<file path="config.mk">
export PLATFORM = sky130hd
export DESIGN_NAME = gshare_branch_predictor_flat
export DESIGN_NICKNAME = d
export VERILOG_FILES = /design/src/rtl/gshare_branch_predictor_if.sv /design/src/rtl/gshare_branch_predictor.sv /design/src/flat_wrapper.sv
export SDC_FILE = /design/constraint.sdc
export NUM_CORES = 1
export LEC_CHECK = 0
export CORE_MARGIN = 5
export CORE_UTILIZATION = 65
export CTS_BUF_LIST = sky130_fd_sc_hd__clkbuf_4 sky130_fd_sc_hd__clkbuf_8
export DETAILED_ROUTE_END_ITERATION = 7
export PLACE_DENSITY = 0.84
export SETUP_SLACK_MARGIN = 0.1
export SYNTH_ARGS = -nofsm -noshare
export SYNTH_HDL_FRONTEND = slang
export SYNTH_SLANG_ARGS = --single-unit
</file>
<file path="constraint.sdc">
create_clock -name clk -period 22 [get_ports clk]
set_input_delay 4.4 -clock clk [delete_from_list [all_inputs] [get_ports clk]]
set_output_delay 4.4 -clock clk [all_outputs]
set_load 0.1 [all_outputs]
</file>
<file path="src/rtl/gshare_branch_predictor_if.sv">
// Fetch-side prediction request/response and execute-side update bundle
// for the gshare branch predictor.
interface gshare_branch_predictor_if #(
  parameter int XLEN  = 32,
  parameter int IDX_W = 8,
  parameter int GHR_W = 8
);
  logic             pred_valid;
  logic [XLEN-1:0]  pred_pc;
  logic [31:0]      pred_instr;
  logic             pred_ready;
  logic             pred_is_branch;
  logic             pred_taken;
  logic [IDX_W-1:0] pred_idx;
  logic [GHR_W-1:0] pred_ghr;
  logic             upd_valid;
  logic [IDX_W-1:0] upd_idx;
  logic             upd_taken;
  logic             upd_mispredict;
  logic [GHR_W-1:0] upd_ghr;

  modport master (
    output pred_valid, pred_pc, pred_instr,
    output upd_valid, upd_idx, upd_taken, upd_mispredict, upd_ghr,
    input  pred_ready, pred_is_branch, pred_taken, pred_idx, pred_ghr
  );

  modport slave (
    input  pred_valid, pred_pc, pred_instr,
    input  upd_valid, upd_idx, upd_taken, upd_mispredict, upd_ghr,
    output pred_ready, pred_is_branch, pred_taken, pred_idx, pred_ghr
  );
endinterface

</file>
<file path="src/rtl/gshare_branch_predictor.sv">
// Bimodal/gshare direction predictor with saturating counters, speculative
// global history with mispredict repair, and a post-reset table init sweep.
module gshare_branch_predictor #(
  parameter int XLEN     = 32,
  parameter int IDX_W    = 8,
  parameter int GHR_W    = 8,
  parameter int CTR_W    = 2,
  parameter int HASH     = 1,
  parameter int INIT_CTR = 2**(CTR_W-1)-1
) (
  input  logic                     clk,
  input  logic                     reset_n,
  gshare_branch_predictor_if.slave bp
);

  localparam int               ENTRIES  = 2**IDX_W;
  localparam logic [CTR_W-1:0] CTR_MAX  = '1;
  localparam logic [CTR_W-1:0] CTR_INIT = CTR_W'(INIT_CTR);
  localparam logic [6:0]       OP_B     = 7'b1100011;
  localparam logic [6:0]       OP_JAL   = 7'b1101111;
  localparam logic [6:0]       OP_JALR  = 7'b1100111;

  typedef enum logic {ST_INIT, ST_READY} state_e;

  state_e           state_q;
  logic [IDX_W-1:0] sweep_q;
  logic [GHR_W-1:0] ghr_q, ghr_d;
  logic [CTR_W-1:0] tbl_q [ENTRIES];

  function automatic logic [CTR_W-1:0] sat_inc(input logic [CTR_W-1:0] ctr);
    return (ctr == CTR_MAX) ? ctr : ctr + CTR_W'(1);
  endfunction

  function automatic logic [CTR_W-1:0] sat_dec(input logic [CTR_W-1:0] ctr);
    return (ctr == '0) ? ctr : ctr - CTR_W'(1);
  endfunction

  logic             ready;
  logic [6:0]       opcode;
  logic             is_b, is_j;
  logic [IDX_W-1:0] pc_idx, idx;
  logic [CTR_W-1:0] ctr_rd;
  logic             taken_raw;
  logic [GHR_W-1:0] spec_ghr, rep_ghr;
  logic             unused_bits;

  assign ready     = (state_q == ST_READY);
  assign opcode    = bp.pred_instr[6:0];
  assign is_b      = (opcode == OP_B);
  assign is_j      = (opcode == OP_JAL) || (opcode == OP_JALR);
  assign pc_idx    = bp.pred_pc[IDX_W+1:2];
  assign idx       = (HASH != 0) ? (pc_idx ^ IDX_W'(ghr_q)) : pc_idx;
  assign ctr_rd    = tbl_q[idx];
  assign taken_raw = is_j | (is_b & ctr_rd[CTR_W-1]);

  // Everything is masked to zero until the table holds valid counters.
  assign bp.pred_ready     = ready;
  assign bp.pred_is_branch = ready & (is_b | is_j);
  assign bp.pred_taken     = ready & taken_raw;
  assign bp.pred_idx       = ready ? idx   : '0;
  assign bp.pred_ghr       = ready ? ghr_q : '0;

  assign unused_bits = ^{bp.pred_pc, bp.pred_instr, bp.upd_ghr, ctr_rd};

  generate
    if (GHR_W == 1) begin : g_ghr1
      assign spec_ghr = taken_raw;
      assign rep_ghr  = bp.upd_taken;
    end else begin : g_ghrn
      assign spec_ghr = {ghr_q[GHR_W-2:0], taken_raw};
      assign rep_ghr  = {bp.upd_ghr[GHR_W-2:0], bp.upd_taken};
    end
  endgenerate

  // Repair from execute wins over a same-cycle speculative shift.
  always_comb begin
    ghr_d = ghr_q;
    if (ready) begin
      if (bp.upd_valid && bp.upd_mispredict) begin
        ghr_d = rep_ghr;
      end else if (bp.pred_valid && is_b) begin
        ghr_d = spec_ghr;
      end
    end
  end

  always_ff @(posedge clk or negedge reset_n) begin
    if (!reset_n) begin
      state_q <= ST_INIT;
      sweep_q <= '0;
    end else begin
      case (state_q)
        ST_INIT: begin
          sweep_q <= sweep_q + IDX_W'(1);
          if (sweep_q == IDX_W'(ENTRIES-1)) begin
            state_q <= ST_READY;
          end
        end
        default: state_q <= ST_READY;
      endcase
    end
  end

  always_ff @(posedge clk or negedge reset_n) begin
    if (!reset_n) begin
      ghr_q <= '0;
    end else begin
      ghr_q <= ghr_d;
    end
  end

  // Table storage is deliberately not reset; the INIT sweep fills it.
  always_ff @(posedge clk) begin
    if (state_q == ST_INIT) begin
      tbl_q[sweep_q] <= CTR_INIT;
    end else if (bp.upd_valid) begin
      tbl_q[bp.upd_idx] <= bp.upd_taken ? sat_inc(tbl_q[bp.upd_idx])
                                        : sat_dec(tbl_q[bp.upd_idx]);
    end
  end

endmodule

</file>
<file path="src/flat_wrapper.sv">
// flat-port wrapper written by rule: the top's interface ports become plain ports
module gshare_branch_predictor_flat 
#(
  parameter int XLEN     = 32,
  parameter int IDX_W    = 8,
  parameter int GHR_W    = 8,
  parameter int CTR_W    = 2,
  parameter int HASH     = 1,
  parameter int INIT_CTR = 2**(CTR_W-1)-1
)
  (clk, reset_n, bp_pred_valid, bp_pred_pc, bp_pred_instr, bp_upd_valid, bp_upd_idx, bp_upd_taken, bp_upd_mispredict, bp_upd_ghr, bp_pred_ready, bp_pred_is_branch, bp_pred_taken, bp_pred_idx, bp_pred_ghr);
  gshare_branch_predictor_if #(.XLEN(XLEN), .IDX_W(IDX_W), .GHR_W(GHR_W)) bp_i ();
  input  logic clk;
  input  logic reset_n;
  input wire logic [$bits(bp_i.pred_valid)-1:0] bp_pred_valid;
  input wire logic [$bits(bp_i.pred_pc)-1:0] bp_pred_pc;
  input wire logic [$bits(bp_i.pred_instr)-1:0] bp_pred_instr;
  input wire logic [$bits(bp_i.upd_valid)-1:0] bp_upd_valid;
  input wire logic [$bits(bp_i.upd_idx)-1:0] bp_upd_idx;
  input wire logic [$bits(bp_i.upd_taken)-1:0] bp_upd_taken;
  input wire logic [$bits(bp_i.upd_mispredict)-1:0] bp_upd_mispredict;
  input wire logic [$bits(bp_i.upd_ghr)-1:0] bp_upd_ghr;
  output wire logic [$bits(bp_i.pred_ready)-1:0] bp_pred_ready;
  output wire logic [$bits(bp_i.pred_is_branch)-1:0] bp_pred_is_branch;
  output wire logic [$bits(bp_i.pred_taken)-1:0] bp_pred_taken;
  output wire logic [$bits(bp_i.pred_idx)-1:0] bp_pred_idx;
  output wire logic [$bits(bp_i.pred_ghr)-1:0] bp_pred_ghr;
  assign bp_i.pred_valid = bp_pred_valid;
  assign bp_i.pred_pc = bp_pred_pc;
  assign bp_i.pred_instr = bp_pred_instr;
  assign bp_i.upd_valid = bp_upd_valid;
  assign bp_i.upd_idx = bp_upd_idx;
  assign bp_i.upd_taken = bp_upd_taken;
  assign bp_i.upd_mispredict = bp_upd_mispredict;
  assign bp_i.upd_ghr = bp_upd_ghr;
  assign bp_pred_ready = bp_i.pred_ready;
  assign bp_pred_is_branch = bp_i.pred_is_branch;
  assign bp_pred_taken = bp_i.pred_taken;
  assign bp_pred_idx = bp_i.pred_idx;
  assign bp_pred_ghr = bp_i.pred_ghr;
  gshare_branch_predictor #(.XLEN(XLEN), .IDX_W(IDX_W), .GHR_W(GHR_W), .CTR_W(CTR_W), .HASH(HASH), .INIT_CTR(INIT_CTR)) u_core (.clk(clk), .reset_n(reset_n), .bp(bp_i));
endmodule
</file>
# Word-level counts from Yosys, hierarchy flattened
# Memories as Yosys holds them, arrays and structs flattened.
# Cells that the tools add are included.
[totals]
reg_bits = 17
ram_bits = 512
word_cells = 41
n_memories = 1
[op_classes]
addsub = 3
eq_ne = 5
n_mux = 16
bitwise = 6
n_reduce_logical = 7
[memory_table]
columns = ["memory", "depth", "width", "read_ports", "rd_ports_with_merged_regs", "write_ports", "line_no", "text"]
rows = [
  ["u_core.tbl_q", 256, 2, 2, 0, 1, "gshare_branch_predictor.sv:28", "logic [CTR_W-1:0] tbl_q [ENTRIES];"],
]
[ops]
columns = ["operator", "n"]
rows = [
  ["$mux W8", 5],
  ["$eq A7 B7 Y1 const B", 3],
  ["$add A8 B1 Y8 const B", 1],
  ["$eq A8 B8 Y1 const B", 1],
  ["$mux W2", 4],
  ["$xor A8 B8 Y8", 1],
  ["$mux W1", 7],
  ["$and A1 B1 Y1", 3],
  ["$add A2 B1 Y2 const B", 1],
  ["$eq A2 B2 Y1 const B", 1],
  ["$logic_and A1 B1 Y1", 2],
  ["$logic_not A2 Y1", 1],
  ["$or A1 B1 Y1", 2],
  ["$reduce_and A2 Y1", 1],
  ["$reduce_bool A2 Y1", 1],
  ["$reduce_or A2 Y1", 1],
  ["$sub A2 B1 Y2 const B", 1],
  ["$logic_or A1 B1 Y1", 1],
]

# Longest topological paths before layout
# Gate-level depths: netlist of the first run.
# An unclocked memory read counts as a cell.
[logic_depth]
ltp_word = 6
mapped_depth = 13

# Worst setup path after synthesis of the first run
# Ideal clock, no wire load.
[synth_timing]
kind = "in2reg"
startpoint = "input port bp_upd_idx[0]"
endpoint = "memory u_core.tbl_q[0][0], data pin"
t_arrival_ns = 12.767
setup_slack_ns = 7.777
cell_stages = 11
n_path_buf = 3
path_cell_list = "buf_2 > buf_4 > buf_2 > mux4_2 > a22oi_1 > a21oi_1 > nor4_1 > o22ai_1 > nor3_1 > a21oi_1 > o21ai_1"
[synth_via]
elab_chain_len = 5
[synth_rtl]
columns = ["element", "line_no", "text"]
rows = [
  ["start, declared", "flat_wrapper.sv:19", "input wire logic [$bits(bp_i.upd_idx)-1:0] bp_upd_idx;"],
  ["$mem_v2 Z256 W2 (*)", "n/a", ""],
  ["$sub A2 B1 Y2 (tied with other cells)", "gshare_branch_predictor.sv:35", "return (ctr == '0) ? ctr : ctr - CTR_W'(1);"],
  ["$mux W2, on equally long branches", "gshare_branch_predictor.sv:35, gshare_branch_predictor.sv:31", ""],
  ["$mux W2 (*)", "gshare_branch_predictor.sv:117", "tbl_q[bp.upd_idx] <= bp.upd_taken ? sat_inc(tbl_q[bp.upd_idx])"],
  ["$mux W2 (no line) (*)", "n/a", ""],
  ["end, declared", "gshare_branch_predictor.sv:28", ""],
]
# Every way passes the cells marked *; elsewhere a longest branch is shown, timed or not.

# Worst setup path after layout of the first run
[layout_timing]
startpoint = "input port bp_pred_pc[2]"
endpoint = "output port bp_pred_taken"
[layout_via]
elab_chain_len = 5
[layout_rtl]
columns = ["element", "line_no", "text"]
rows = [
  ["start, declared", "flat_wrapper.sv:16", "input wire logic [$bits(bp_i.pred_pc)-1:0] bp_pred_pc;"],
  ["$xor A8 B8 Y8", "gshare_branch_predictor.sv:52", "assign idx = (HASH != 0) ? (pc_idx ^ IDX_W'(ghr_q)) : pc_idx;"],
  ["$mem_v2 Z256 W2", "n/a", ""],
  ["$and A1 B1 Y1", "gshare_branch_predictor.sv:54", "assign taken_raw = is_j | (is_b & ctr_rd[CTR_W-1]);"],
  ["$or A1 B1 Y1", "gshare_branch_predictor.sv:54", ""],
  ["$and A1 B1 Y1", "gshare_branch_predictor.sv:59", "assign bp.pred_taken = ready & taken_raw;"],
  ["end, declared", "flat_wrapper.sv:25", "output wire logic [$bits(bp_i.pred_taken)-1:0] bp_pred_taken;"],
]
# Every way passes these cells.

==> results of run 1 <==
per-layer routing:
metal / up-vias / share of wire [%]
met5: - / 0.027
met3: 245 / 15
met4: 4 / 5.1
met2: 1422 / 47
li1: 6139 / -
met1: 7446 / 33
state kept, by name, summed over array words and instances (netlist names):
register,cells
u_core.tbl_q,512
u_core.ghr_q,8
u_core.sweep_q,8
u_core.bp.pred_ready,1
layout make-up:
| type | instances | area, um^2 |
|---|---|---|
| timing repair buffer | 83 | 759 |
| tap | 468 | 586 |
| clock buffer | 108 | 1340 |
| clock inverter | 34 | 180 |
| multi-input combinational | 879 | 7780 |
| inverter | 5 | 18.8 |
| sequential | 529 | 15800 |
| fill | 2127 | 10200 |
Yosys cell counts, types with 2 or more instances:
cell type and number:
sky130_fd_sc_hd__or2_2 2, sky130_fd_sc_hd__nand2b_1 8, sky130_fd_sc_hd__xnor2_1 11, sky130_fd_sc_hd__nor2b_1 3, sky130_fd_sc_hd__nor3b_1 3, sky130_fd_sc_hd__nand3b_1 5
sky130_fd_sc_hd__clkbuf_1 69, sky130_fd_sc_hd__nand2_1 93, sky130_fd_sc_hd__buf_6 8, sky130_fd_sc_hd__nand3_1 36, sky130_fd_sc_hd__a32oi_1 3, sky130_fd_sc_hd__nor4_1 8
sky130_fd_sc_hd__nor3_1 8, sky130_fd_sc_hd__a31oi_1 4, sky130_fd_sc_hd__mux2i_1 16, sky130_fd_sc_hd__a31o_2 2, sky130_fd_sc_hd__a211oi_1 3, sky130_fd_sc_hd__a21oi_1 49
sky130_fd_sc_hd__buf_4 10, sky130_fd_sc_hd__buf_12 2, sky130_fd_sc_hd__mux4_2 166, sky130_fd_sc_hd__o31ai_1 3, sky130_fd_sc_hd__a22oi_1 76, sky130_fd_sc_hd__nand4_1 11
sky130_fd_sc_hd__inv_1 5, sky130_fd_sc_hd__o22ai_1 3, sky130_fd_sc_hd__xor2_1 8, sky130_fd_sc_hd__o21ai_1 4, sky130_fd_sc_hd__buf_1 4, sky130_fd_sc_hd__a41oi_1 2
sky130_fd_sc_hd__o21ai_0 9, sky130_fd_sc_hd__dfrtp_1 17, sky130_fd_sc_hd__mux4_1 14, sky130_fd_sc_hd__or3_1 5, sky130_fd_sc_hd__nor2_1 284, sky130_fd_sc_hd__edfxtp_1 512
sky130_fd_sc_hd__buf_2 12, sky130_fd_sc_hd__and2_1 21
worst min-delay path, stage by stage (launching register included):
cell and delay [ns]:
sky130_fd_sc_hd__dfrtp_1 0.37, sky130_fd_sc_hd__nor2_1 0.06, sky130_fd_sc_hd__a21oi_1 0.11
power by group:
part	internal (mW)	switching (mW)	total (mW)	leakage, nW
logic	0.0311	0.0538	0.0848	2.41
registers	1.09	0	1.09	4.66
clock network	0.406	0.367	0.773	0.806
total	1.52	0.421	1.95	7.87
logic make-up (layout without fill, tap and decap cells):
family / count (synthesis) / after routing
AOI/OAI and AO/OA: 170 / 170
muxes: 197 / 197
DFF: 529 / 529
xor gates and xnor gates: 20 / 20
buffers and inverters: 110 / 230
adders and majority gates: 2 / 2
and+or+nand+nor: 490 / 490
worst paths after layout:
kind	startpoint	end	slack [ns]	cells after the start
hold reg to reg	u_core.ghr_q[7]	u_core.ghr_q[7]	0.59	2
hold / removal	u_core.ghr_q[7]	u_core.ghr_q[7]	0.59	2
setup / recovery	bp_pred_pc[2]	bp_pred_taken	7.59	12
min in group asynchronous	reset_n	u_core.sweep_q[1]	4.22	1
setup reg to reg	u_core.tbl_q[175][0]	u_core.tbl_q[227][0]	17.22	10
max in group asynchronous	reset_n	u_core.ghr_q[4]	17.25	1
==> summary.log, run 1 <==
[status] run status finished, final reports clean
[drt] post-DR vias/cell 7.24
[finish] most common cell after layout, fill and taps aside sky130_fd_sc_hd__edfxtp_1
[placed_design] final weighted congestion in routability-driven placement 0.938
[power] worst-case vdd ir drop 0.0000401 V
[clocking] cts repair resizes 0
[grt] total track usage 30.7%
[clocking] buffer type at the clock tree root sky130_fd_sc_hd__clkbuf_8
[grt] global-route track usage on met1 41.8%
[synthesis] count of state elements after synthesis 529
[sta] Tmin final 14.41 ns
[drt] total via count in the routed design 15256
[die] die outline width 202 um
[drt] drt pass-1 iters 5
[grt] overflow left after global routing 0
[grt] antenna violations before repair 2
[clocking] hold-fix buffers at CTS 0
[drt] Routed Antenna Nets 0
[clocking] Worst-Skew Late Latency 0.64 ns
[synthesis] area fraction in and, or, nand and nor cells after synthesis 8.64%
[worst_setup_path] required time at the worst-slack endpoint 17.60 ns
[synthesis] top cell type by total area after synthesis sky130_fd_sc_hd__edfxtp_1
[finish] Layout Cell Area excl Fill 26500 um^2
[synthesis] synthesized net count 1605
[worst_setup_path] slowest CP cell sky130_fd_sc_hd__clkdlybuf4s50_1
[power] Pleak 7.87 nW
[placed_design] instance area after placement 24900 um^2
[grt] layer carrying the most global-route usage met2
[sta] worst slew pin tran 1.33 ns
[grt] M3 GR Usage 8.82%
[sta] Pins Over Slew Limit 0
[sta] Rel. slew slack 11.0%
[power] PwrDens 73.5 nW/um^2
[grt] met2 Track Usage GR 47.2%
[finish] layout net count 1664
[sta] final setup violation count 0
[synthesis] post-synth cell types 57
[finish] ratio of cells with drive above 1 in the final layout 20.6%
[placed_design] placed insts 1964
[finish] ANT cells 0
[worst_setup_path] Buf/Inv on CP 4
[power] power after layout 1.95 mW
[die] Starting Density 65.7%
[die] cell row count 70
[finish] area added between synthesis and finish 9.95%
[clocking] number of sinks on the clock net 529
[die] DIE AREA 41000 um^2
[synthesis] combinational family with the most area after synthesis multiplexers
[clocking] number of buffers created by CTS 79
[synthesis] async set-or-reset flop fraction in the synthesized netlist 3.21%
[hold_path] worst min path class flop to flop
[sta] total negative slack 0 ns
[synthesis] syn_area_per_cell 15.9 um^2
[synthesis] summed instance area of the synthesized netlist 24100 um^2
[grt] number of global-route vias before repair 15464
[clocking] clock tree from TritonCTS built
[sta] Max Clock Skew 0.0433 ns
[synthesis] Synth Area in Compound Gates 4.75%
[finish] post-layout instance count excluding filler cells 2106
[synthesis] biggest area contributors in the synthesized netlist sky130_fd_sc_hd__edfxtp_1, sky130_fd_sc_hd__mux4_2, sky130_fd_sc_hd__nor2_1, sky130_fd_sc_hd__a22oi_1, sky130_fd_sc_hd__dfrtp_1
[drt] DRC errors left 0
[sta] post-route worst hold slack 0.591 ns
[synthesis] Post-Synth XOR/XNOR Area 0.759%
[worst_setup_path] crit end category output port
[grt] global-route wire length before repair 93900 um
[worst_setup_path] Startpoint Class input port
[synthesis] count of mapped cells out of synthesis 1518
[drt] post-detailed-route wirelength per cell 29.6 um
[clocking] number of buffers on the longest clock path 3
[job] number of violations of the max-capacitance limit 0
[worst_setup_path] Top Family by Delay on Critical Path buffers and inverters
[worst_setup_path] highest cell delay on the worst timing path 0.98 ns
[placed_design] Port-buffer cells 54
[sta] endpoints failing hold 0
[grt] largest net degree at the start of global routing 101
[synthesis] multiplexer share of the synthesized area 17.8%
[die] Core ar. 36600 um^2
[synthesis] dominant register cell in the synthesized netlist sky130_fd_sc_hd__edfxtp_1
[synthesis] post-synthesis sequential area ratio 65.7%
[sta] fmax 0.0694 GHz
[synthesis] Syn. warnings 0
[placed_design] pre-CTS setup slack 7.63 ns
[synthesis] adder and majority gate portion of the synthesized area 0.0936%
[worst_setup_path] peak fanout along the critical path 40
[die] die height 202 um
[worst_setup_path] cell-by-cell trace of the critical path clkdlybuf4s50_1 > xor2_4 > buf_4 > buf_4 > mux4_2 > a22oi_1 > nand2_1 > a41oi_1 > and4_1 > o31ai_2 > and3_1 > clkdlybuf4s50_1
[clocking] Clock transition at path regs 0.06 ns
[finish] highest-count cells in the layout ignoring fill and taps sky130_fd_sc_hd__edfxtp_1, sky130_fd_sc_hd__nor2_1, sky130_fd_sc_hd__mux4_2, sky130_fd_sc_hd__nand2_1, sky130_fd_sc_hd__clkbuf_8
[synthesis] share of the synthesized area in the top cell type 63.9%
[worst_setup_path] CP Data Arrival Time 10.01 ns
[sta] worst setup slack after layout 7.59 ns
[sta] unrepaired setup endpoints after global routing false
[finish] final core utilization 72.3%
[die] I/O pin cnt 105
[drt] number of DRC markers after the initial detailed-route iteration 2589
[synthesis] count of flip-flops with a built-in enable after synthesis 512
[worst_setup_path] type of the worst setup path input port to output port
[clocking] number of buffers inserted by post-CTS setup repair 0
[drt] total wirelength of the detailed-routed design 62300 um
[clocking] H-tree lvl count 3
[placed_design] dpl hpwl 38000 um
[sta] final critical-path share of the clock period 65.5%
Note: power is estimated with default switching activity, not from simulation.
==> run 2, diff against run 1 <==
- CORE_UTILIZATION: 65 -> 57
- PLACE_DENSITY: 0.84 -> 0.78
- clock period: 22 -> 13.2 ns (I/O delays scaled with it)
==> run 2 against run 1 <==
Routed wire length down 0.83%. Via count down 2.5%. Sequential power up 66%. Power up 70%. Clock skew down 0.016 ns. Highest routed layer is now met4.
==> summary.log, run 2 (synthesis gave the netlist of run 1 again) <==
[grt] number of global-route vias before repair 15322 [-0.92%]
[sta] final critical-path share of the clock period 76.2%
[placed_design] dpl hpwl 36800 um [-3.1%]
[grt] M3 GR Usage 6.84% [-2.0 points]
[sta] post-route worst hold slack 0.582 ns [-0.00980 ns]
[clocking] H-tree lvl count 3 [unchanged]
[grt] layer carrying the most global-route usage met2
[finish] largest registers ranked by flip-flop count u_core.tbl_q: 512 flops, u_core.ghr_q: 8 flops, u_core.sweep_q: 8 flops
[die] Starting Density 57.5% [-8.2 points]
[worst_setup_path] Startpoint Class input port
[worst_setup_path] type of the worst setup path input port to output port
[sta] unrepaired setup endpoints after global routing false
[clocking] number of buffers on the longest clock path 3 [unchanged]
[drt] drt pass-1 iters 5 [unchanged]
[finish] highest-count cells in the layout ignoring fill and taps sky130_fd_sc_hd__edfxtp_1, sky130_fd_sc_hd__nor2_1, sky130_fd_sc_hd__mux4_2, sky130_fd_sc_hd__nand2_1, sky130_fd_sc_hd__clkbuf_8
[clocking] cts repair resizes 0 [unchanged]
[grt] antenna violations before repair 0 [-2]
[worst_setup_path] slowest CP cell sky130_fd_sc_hd__clkdlybuf4s50_1
[worst_setup_path] Buf/Inv on CP 3 [-1]
[hold_path] worst min path class flop to flop
[finish] area added between synthesis and finish 10.7%
[power] PwrDens 124 nW/um^2 [+69%]
[worst_setup_path] peak fanout along the critical path 55 [+38%]
[die] die height 215 um [+6.5%]
[job] number of violations of the max-capacitance limit 0 [unchanged]
[grt] overflow left after global routing 0 [unchanged]
[clocking] number of buffers inserted by post-CTS setup repair 0 [unchanged]
[die] I/O pin cnt 105 [unchanged]
[power] worst-case vdd ir drop 0.0000664 V [+66%]
[finish] layout net count 1662 [-0.12%]
[drt] total wirelength of the detailed-routed design 61800 um [-0.83%]
[grt] global-route wire length before repair 92800 um [-1.2%]
[finish] register containing the most flip-flops in the final layout u_core.tbl_q
[clocking] number of buffers created by CTS 80 [+1.3%]
[worst_setup_path] cell-by-cell trace of the critical path clkdlybuf4s50_1 > xor2_4 > buf_4 > and2_0 > nand3_1 > nand4_1 > nand3_1 > a2111oi_0 > o31ai_2 > and3_1 > clkdlybuf4s50_1
[sta] fmax 0.0994 GHz
[finish] ratio of cells with drive above 1 in the final layout 20.6% [+0.025 points]
[sta] Max Clock Skew 0.0272 ns [-0.0160 ns]
[finish] final core utilization 63.7% [-8.6 points]
[die] die outline width 215 um [+6.5%]
[worst_setup_path] crit end category output port
[grt] global-route track usage on met1 35.7% [-6.1 points]
[clocking] Clock transition at path regs 0.06 ns [about the same]
[drt] total via count in the routed design 14879 [-2.5%]
[drt] Routed Antenna Nets 0 [unchanged]
[drt] DRC errors left 0 [unchanged]
[status] run status finished, final reports clean
[grt] total track usage 26.6% [-4.1 points]
[worst_setup_path] required time at the worst-slack endpoint 10.56 ns [-7.04 ns]
[drt] post-DR vias/cell 6.84 [-5.6%]
[die] DIE AREA 46400 um^2 [+13%]
[sta] final setup violation count 0 [unchanged]
[worst_setup_path] highest cell delay on the worst timing path 0.97 ns [about the same]
[drt] post-detailed-route wirelength per cell 28.4 um [-4.0%]
[sta] endpoints failing hold 0 [unchanged]
[clocking] hold-fix buffers at CTS 0 [unchanged]
[finish] post-layout instance count excluding filler cells 2175 [+3.3%]
[finish] ANT cells 0 [unchanged]
[worst_setup_path] Top Family by Delay on Critical Path buffers and inverters
[sta] Tmin final 10.06 ns
[clocking] buffer type at the clock tree root sky130_fd_sc_hd__clkbuf_8
[placed_design] final weighted congestion in routability-driven placement 0.884 [-5.7%]
[placed_design] Port-buffer cells 54 [unchanged]
[finish] Fillers 2893 [+36%]
[worst_setup_path] CP Data Arrival Time 7.42 ns [-2.59 ns]
[sta] total negative slack 0 ns [unchanged]
[grt] met2 Track Usage GR 42.3% [-4.9 points]
[grt] largest net degree at the start of global routing 257 [+150%]
[sta] Pins Over Slew Limit 0 [unchanged]
[die] cell row count 75 [+7.1%]
[clocking] clock tree from TritonCTS built
[sta] worst slew pin tran 1.26 ns [-0.0701 ns]
[finish] number of flip-flops under the largest register name 512 [unchanged]
[die] Core ar. 41900 um^2 [+14%]
[clocking] number of sinks on the clock net 529 [unchanged]
[drt] number of DRC markers after the initial detailed-route iteration 2181 [-16%]
[sta] Rel. slew slack 15.7% [+4.7 points]
[clocking] Worst-Skew Late Latency 0.63 ns [about the same]
[finish] most common cell after layout, fill and taps aside sky130_fd_sc_hd__edfxtp_1
[placed_design] placed insts 2032 [+3.5%]
[power] Pleak 7.91 nW [+0.40%]
## run 2: cell types whose count changed in the layout (fill, tap and decap cells not counted), sizes merged
cell | before | now
clkinvlp | 2 | 3
clkbuf | 109 | 101
bufinv | 1 | 5
clkinv | 30 | 33
buf | 30 | 27
inv | 6 | 7
## run 2: area by class of cell
| cell class | count | area, um^2 | share of cell area, % |
|---|---|---|---|
| clock buffers | 100 | 1250 | 4.70 |
| clock inverters | 43 | 345 | 1.30 |
| flip-flops and latches | 529 | 15800 | 59.3 |
| inverters | 5 | 18.8 | 0.0704 |
| well taps | 539 | 674 | 2.53 |
| repair buffers | 80 | 774 | 2.91 |
| multi-input cells | 879 | 7780 | 29.2 |
## run 2: metal layers
| layer | up-vias | wire (um) |
|---|---|---|
| li1 | 6129 | - |
| met4 | 0 | 2770 |
| met2 | 1091 | 29300 |
| met5 | - | 0 |
| met3 | 182 | 7930 |
| met1 | 7477 | 21800 |
## run 2: worst paths after layout
kind,cells past startpoint,to,from,slack [ns]
setup / recovery,11,bp_pred_taken,bp_pred_pc[3],3.14
hold / removal,1,u_core.sweep_q[7],u_core.sweep_q[7],0.58
setup reg to reg,9,u_core.tbl_q[128][0],u_core.tbl_q[39][0],8.95
hold reg to reg,1,u_core.sweep_q[7],u_core.sweep_q[7],0.58
max in group asynchronous,1,u_core.ghr_q[4],reset_n,10.25
min in group asynchronous,1,u_core.sweep_q[1],reset_n,2.46
## run 2: through the flow
step	total power, mW	instance area (um^2)	worst slack (ns)
2_1_floorplan	1.94	24100	0.737
3_3_place_gp	1.99	25000	3.28
3_5_place_dp	1.99	25000	3.23
4_1_cts	3.32	26600	3.22
5_1_grt	3.41	26600	3.00
6_report	3.31	26600	3.14
## run 2: power by group
part / switching [mW] / leakage [nW] / total, mW / internal (mW)
sequential: 0 / 4.66 / 1.81 / 1.81
clock: 0.627 / 0.840 / 1.35 / 0.726
combinational: 0.0900 / 2.41 / 0.142 / 0.0523
